**src/rtl/lsu_pkg.sv**
```systemverilog
// rtl/lsu_pkg.sv - shared types and constants for the load/store initiator
// Purpose: FSM state encoding, RV32I load/store funct3 codes and the
//          funct3 legality check used by lsu_master.
// Ports:   none (package).
package lsu_pkg;

  typedef enum logic [1:0] {
    IDLE  = 2'd0,
    READ  = 2'd1,
    WRITE = 2'd2,
    RESP  = 2'd3
  } lsu_state_t;

  localparam logic [2:0] F3_B  = 3'b000;
  localparam logic [2:0] F3_H  = 3'b001;
  localparam logic [2:0] F3_W  = 3'b010;
  localparam logic [2:0] F3_BU = 3'b100;
  localparam logic [2:0] F3_HU = 3'b101;

  // Stores only come in B/H/W; loads additionally have the unsigned B/H forms.
  function automatic logic is_legal(input logic we, input logic [2:0] funct3);
    logic ok;
    ok = 1'b0;
    if (we) begin
      ok = (funct3 == F3_B) || (funct3 == F3_H) || (funct3 == F3_W);
    end else begin
      ok = (funct3 == F3_B) || (funct3 == F3_H) || (funct3 == F3_W) ||
           (funct3 == F3_BU) || (funct3 == F3_HU);
    end
    return ok;
  endfunction

endpackage

```
**src/rtl/lsu_align.sv**
```systemverilog
// rtl/lsu_align.sv - lane extraction for loads and read-modify-write merge for stores
// Purpose: purely combinational data shaping. Lanes are always the low bytes
//          because the memory returns bytes A..A+3 for address A.
// Ports:   funct3     in  access size/sign
//          rdata      in  word read from memory
//          wdata      in  store data from the request
//          load_data  out extracted, sign/zero-extended load result
//          store_data out word to write back to memory
module lsu_align
  import lsu_pkg::*;
#(
  parameter int WIDTH   = 32,
  parameter int D_WIDTH = 8
) (
  input  logic [2:0]       funct3,
  input  logic [WIDTH-1:0] rdata,
  input  logic [WIDTH-1:0] wdata,
  output logic [WIDTH-1:0] load_data,
  output logic [WIDTH-1:0] store_data
);

  localparam int H_WIDTH = 2 * D_WIDTH;

  always_comb begin
    load_data = rdata;
    case (funct3)
      F3_B:    load_data = {{(WIDTH-D_WIDTH){rdata[D_WIDTH-1]}}, rdata[D_WIDTH-1:0]};
      F3_H:    load_data = {{(WIDTH-H_WIDTH){rdata[H_WIDTH-1]}}, rdata[H_WIDTH-1:0]};
      F3_BU:   load_data = {{(WIDTH-D_WIDTH){1'b0}}, rdata[D_WIDTH-1:0]};
      F3_HU:   load_data = {{(WIDTH-H_WIDTH){1'b0}}, rdata[H_WIDTH-1:0]};
      default: load_data = rdata;
    endcase
  end

  // Sub-word stores keep the upper bytes that were just read back.
  always_comb begin
    store_data = wdata;
    case (funct3)
      F3_B:    store_data = {rdata[WIDTH-1:D_WIDTH], wdata[D_WIDTH-1:0]};
      F3_H:    store_data = {rdata[WIDTH-1:H_WIDTH], wdata[H_WIDTH-1:0]};
      default: store_data = wdata;
    endcase
  end

endmodule

```
**src/rtl/lsu_master.sv**
```systemverilog
// rtl/lsu_master.sv - RV32I load/store initiator between MEM stage and data memory
// Purpose: accepts one load/store request at a time, sequences the memory
//          access (read-modify-write for SB/SH) and returns a one-cycle response.
// Option:  define LSU_MISALIGN_TRAP_EN to reject misaligned H/W accesses with
//          resp_err instead of performing them at the byte address.
// Ports:   CLK, RST                    clock, synchronous active-high reset
//          req_valid/req_ready         request handshake
//          req_we/req_funct3/req_addr/req_wdata  request fields
//          resp_valid/resp_data/resp_err          response (one-cycle pulse)
//          mem_A/mem_WD/mem_WE/mem_RD   data memory port (combinational read)
module lsu_master
  import lsu_pkg::*;
#(
  parameter int WIDTH   = 32,
  parameter int D_WIDTH = 8
) (
  input  logic             CLK,
  input  logic             RST,
  input  logic             req_valid,
  output logic             req_ready,
  input  logic             req_we,
  input  logic [2:0]       req_funct3,
  input  logic [WIDTH-1:0] req_addr,
  input  logic [WIDTH-1:0] req_wdata,
  output logic             resp_valid,
  output logic [WIDTH-1:0] resp_data,
  output logic             resp_err,
  output logic [WIDTH-1:0] mem_A,
  output logic [WIDTH-1:0] mem_WD,
  output logic             mem_WE,
  input  logic [WIDTH-1:0] mem_RD
);

  lsu_state_t       state;
  logic [WIDTH-1:0] addr_q;
  logic [WIDTH-1:0] wdata_q;
  logic [WIDTH-1:0] rdata_q;
  logic [2:0]       funct3_q;
  logic             we_q;
  logic             err_q;
  logic             misalign;
  logic [WIDTH-1:0] load_data;
  logic [WIDTH-1:0] store_data;

`ifdef LSU_MISALIGN_TRAP_EN
  assign misalign = (((req_funct3 == F3_H) || (req_funct3 == F3_HU)) && req_addr[0]) ||
                    ((req_funct3 == F3_W) && (req_addr[1:0] != 2'b00));
`else
  assign misalign = 1'b0;
`endif

  always_ff @(posedge CLK) begin
    if (RST) begin
      state    <= IDLE;
      addr_q   <= '0;
      wdata_q  <= '0;
      rdata_q  <= '0;
      funct3_q <= '0;
      we_q     <= 1'b0;
      err_q    <= 1'b0;
    end else begin
      case (state)
        IDLE: begin
          if (req_valid && req_ready) begin
            addr_q   <= req_addr;
            wdata_q  <= req_wdata;
            funct3_q <= req_funct3;
            we_q     <= req_we;
            if (!is_legal(req_we, req_funct3) || misalign) begin
              err_q <= 1'b1;
              state <= RESP;
            end else if (req_we && (req_funct3 == F3_W)) begin
              err_q <= 1'b0;
              state <= WRITE;
            end else begin
              // Loads and sub-word stores both need the current word first.
              err_q <= 1'b0;
              state <= READ;
            end
          end
        end
        READ: begin
          rdata_q <= mem_RD;
          state   <= we_q ? WRITE : RESP;
        end
        WRITE:   state <= RESP;
        default: state <= IDLE;
      endcase
    end
  end

  lsu_align #(
    .WIDTH   (WIDTH),
    .D_WIDTH (D_WIDTH)
  ) u_align (
    .funct3     (funct3_q),
    .rdata      (rdata_q),
    .wdata      (wdata_q),
    .load_data  (load_data),
    .store_data (store_data)
  );

  // Outputs are gated with !RST so an aborted access neither writes nor responds.
  assign req_ready  = (state == IDLE) && !RST;
  assign resp_valid = (state == RESP) && !RST;
  assign resp_err   = resp_valid && err_q;
  assign resp_data  = (resp_valid && !err_q && !we_q) ? load_data : '0;
  assign mem_A      = addr_q;
  assign mem_WE     = (state == WRITE) && !RST;
  assign mem_WD     = (state == WRITE) ? store_data : '0;

endmodule
```
**config.mk**
```make
export PLATFORM = sky130hd
export DESIGN_NAME = lsu_master
export DESIGN_NICKNAME = d
export VERILOG_FILES = /design/src/rtl/lsu_pkg.sv /design/src/rtl/lsu_align.sv /design/src/rtl/lsu_master.sv
export SDC_FILE = /design/constraint.sdc
export NUM_CORES = 1
export LEC_CHECK = 0
export CAP_MARGIN = 10
export CORE_MARGIN = 2
export CORE_UTILIZATION = 39
export DETAILED_ROUTE_END_ITERATION = 10
export PLACE_DENSITY = 0.73
export SYNTH_ARGS = -nofsm -noshare
export SYNTH_HDL_FRONTEND = slang
export SYNTH_SLANG_ARGS = --single-unit
```
**constraint.sdc**
```tcl
create_clock -name CLK -period 1.6 [get_ports CLK]
set_input_delay 0.32 -clock CLK [delete_from_list [all_inputs] [get_ports CLK]]
set_output_delay 0.32 -clock CLK [all_outputs]
set_load 0.1 [all_outputs]
```
==> key figures <==
GRT
  – First-pass GRT wire length: 26.4 mm
  – Overall routing resource usage: 25.3%
  – Initial antenna violation count: 1
  – GRT overflow: 0
  – Pin count of the biggest net entering global routing: 74
  – Vias in the first global route: 5160

Cells and area
  – Design Area, Final: 9960 sq um
  – Layout area overhead: 106%
  – Fin nets: 936
  – Utilization after layout: 82.6%
  – Fillers: 684
  – Post-route insts no fill: 1002
  – Fraction of final layout cells sized beyond drive strength 1: 38.4%
  – # diodes: 0

Route
  – Vias/cell: 5.12
  – Remaining DRCs: 0
  – Post-Route WL: 18.5 mm
  – Via count: 5127
  – DRT Pass-1 Iters: 4
  – DR WL/cell: 18.5 um
  – Post-DRT Antenna Nets: 0
  – DRT iter0 DRCs: 302

Worst setup path
  – Critical Path End Type: output port
  – R2R Setup Slk: -0.10 ns
  – Critical Path AT: 1.86 ns
  – R2r worst-path depth: 10
  – Crit Path Max Fanout: 10
  – Critical path class: reg2out
  – Crit Reg-Reg Startpoint: state[0]
  – CP startpoint: state[1]
  – Reg2Reg Capture Point: wdata_q[30]
  – Critical Path End: resp_data[10]
  – Startpoint types: flop
  – CP Data Required Time: 1.28 ns

Place
  – Final HPWL DP: 11.4 mm
  – DP Worst Slack: -0.419 ns
  – PortBufs: 202
  – GP Congestion: 0.834
  – Placed Instances: 953
  – Placed Area: 8770 sq um

Floorplan
  – Die height: 115 um
  – IO Pins: 203
  – Initial Utilization: 40.1%
  – Core footprint: 12100 sq um
  – Row cnt: 40
  – DIE AREA: 13300 sq um
  – Die W: 115 um

STA
  – RSZ-0062 raised after global routing: yes
  – Fin. max-slew vios: 0
  – Final setup viols: 121
  – Final WS setup: -0.579 ns
  – Worst slew pin tran: 0.637 ns
  – Clock skew: 0.00438 ns
  – Hold Violations, Final: 0
  – Post-layout min period: 2.18 ns
  – Slew HR: 57.6%
  – Post-Route Setup TNS: -30.70 ns
  – Final period utilization: 136%
  – FMAX: 0.459 GHz

Synthesis
  – Unique masters post-synth: 36
  – Top cell type's share of synthesized area: 42.7%
  – Cell area after synthesis: 4830 sq um
  – FF+latch count, synth: 103
  – Syn avg cell area: 8.19 sq um
  – Yosys warning total: 0
  – Top post-synthesis cells by area: dfxtp_1 (43%), nand2_1 (15%), nand3b_1 (11%)
  – Mapped Nets: 697
  – Cells after synthesis: 590
  – Area leader, netlist: dfxtp_1
  – Register area share after synthesis: 42.7%

CTS
  – Clock tree sinks: 103
  – Clock latency on the worst-skew pair: 0.35 ns
  – Root buf cell: clkbuf_16
  – Hold_buf cts: 0
  – CTS buffer count: 9
  – Reg clk slew, reported paths: 0.07 ns
  – Max Buffers Root-to-Sink: 2
  – H-tree levels: 3
  – CTS tree: built

Outcome
  – Failing checks: negative setup slack
  – Status: complete, but fails checks

Job
  – Max Cap Viol: 0

Pwr
  – Leak Pwr: 3.99 nW
  – Worst VDD drop: 0.000966 V
  – Pwr/cell area: 1370 nW/um^2

Hold path
  – Hold Crit Class: reg2reg
  – Hold Path Stages: 2
==> cells in the mapped netlist (all sizes together) <==
| library cell | count |
|---|---|
| a211o | 1 |
| a21boi | 24 |
| a21oi | 10 |
| a221oi | 1 |
| and2 | 17 |
| and3b | 1 |
| buf | 26 |
| clkbuf | 19 |
| dfxtp | 103 |
| ha | 4 |
| inv | 6 |
| mux2 | 1 |
| mux2i | 32 |
| nand2 | 191 |
| nand2b | 1 |
| nand3b | 68 |
| nand4bb | 1 |
| nor2 | 35 |
| nor2b | 18 |
| nor3 | 18 |
| o21a | 1 |
| o21ai | 2 |
| o2bb2ai | 1 |
| o31ai | 3 |
| o32ai | 2 |
| or2 | 2 |
| or3 | 2 |
==> power breakdown <==
| part | leakage, nW | internal [mW] | total [mW] | switching [mW] |
|---|---|---|---|---|
| combinational | 3.01 | 3.55 | 7.97 | 4.43 |
| clock | 0.136 | 1.14 | 2.09 | 0.951 |
| sequential | 0.847 | 3.12 | 3.62 | 0.498 |
==> flip-flops by register name, summed over array words and instances, names as in the netlist <==
register  count
wdata_q      32
we_q          1
rdata_q      32
mem_A        32
err_q         1
funct3_q      3
state         2
==> area by class of cell <==
type	count	area [sq um]	area share, %
Timing Repair Buffer	271	4020	40.3
Multi-Input combinational cell	438	3360	33.7
Sequential cell	103	2070	20.8
Clock buffer	13	260	2.61
Tap cell	168	210	2.11
Inverter	6	25.0	0.251
Clock inverter	3	17.5	0.176
==> critical path, cell delays in order, from the launching register on <==
cell and delay (ns):
dfxtp_2 0.36, ha_4 0.16, nand2b_4 0.05, or3_4 0.39, buf_8 0.19, a21oi_4 0.16
buf_12 0.19
==> per-layer routing <==
metal  GRT usage [%]  up-vias  part of all wire (%)
li1                -     2413                     -
met1            29.6     2477                    39
met2            44.3      199                    52
met3            7.43       36                   6.2
met4            8.27        2                   2.2
met5               0        -                 0.070
==> per-stage QoR <==
stage | power, mW | hold slack [ns]
3_5_place_dp | 10.1 | 0.464
4_1_cts | 13.2 | 0.478
2_1_floorplan | 7.83 | 0.419
3_3_place_gp | 9.97 | 0.461
6_report | 13.7 | 0.468
5_1_grt | 14.2 | 0.497
==> logic make-up after synthesis <==
family                   after synthesis  share of synthesized area (%)
AO/OA/AOI/OAI                         45                           6.73
multiplexers                          33                           6.94
adder cells (fa/ha/maj)                4                           1.04
flip-flops                           103                           42.7
AND/OR/NAND/NOR                      354                           37.2
buffers and inverters                 51                           5.44
==> cells in the final DEF, fill, tap and decap left out, types with 2 or more instances in the layout <==
master,n
nand2_4,12
nor2b_1,16
and2_4,17
buf_8,6
a21boi_4,24
nor3_4,18
or3_4,2
clkbuf_16,17
clkbuf_1,2
nand2_1,153
mux2i_1,32
dfxtp_4,2
clkinv_2,2
or2_4,2
nand2_2,26
inv_1,3
nor2_1,34
o21ai_0,2
inv_2,2
clkbuf_8,2
buf_6,17
buf_16,3
o32ai_2,2
buf_12,114
buf_4,21
nand3b_1,68
dfxtp_2,3
ha_4,4
dfxtp_1,98
nor2b_4,2
clkdlybuf4s50_1,101
a21oi_4,9
==> what timing repair did <==
| item | CTS | global route |
|---|---|---|
| endpoints found under the setup margin | 107 | 169 |
| gates resized for setup | 52 | 79 |
| pin swaps | 14 | 69 |
| setup buffers | 13 | 10 |
| cloned | 9 | 11 |
==> worst min path at each step <==
| stage | from | end | slack [ns] |
|---|---|---|---|
| 5_1_grt | wdata_q[0] | wdata_q[0] | 0.50 |
| 3_5_place_dp | wdata_q[22] | wdata_q[22] | 0.46 |
| 2_1_floorplan | req_funct3[1] | funct3_q[1] | 0.42 |
| 4_1_cts | wdata_q[22] | wdata_q[22] | 0.48 |
| 3_3_place_gp | wdata_q[0] | wdata_q[0] | 0.46 |
| 6_report | wdata_q[0] | wdata_q[0] | 0.47 |
Note: power is estimated with default switching activity, not from simulation.
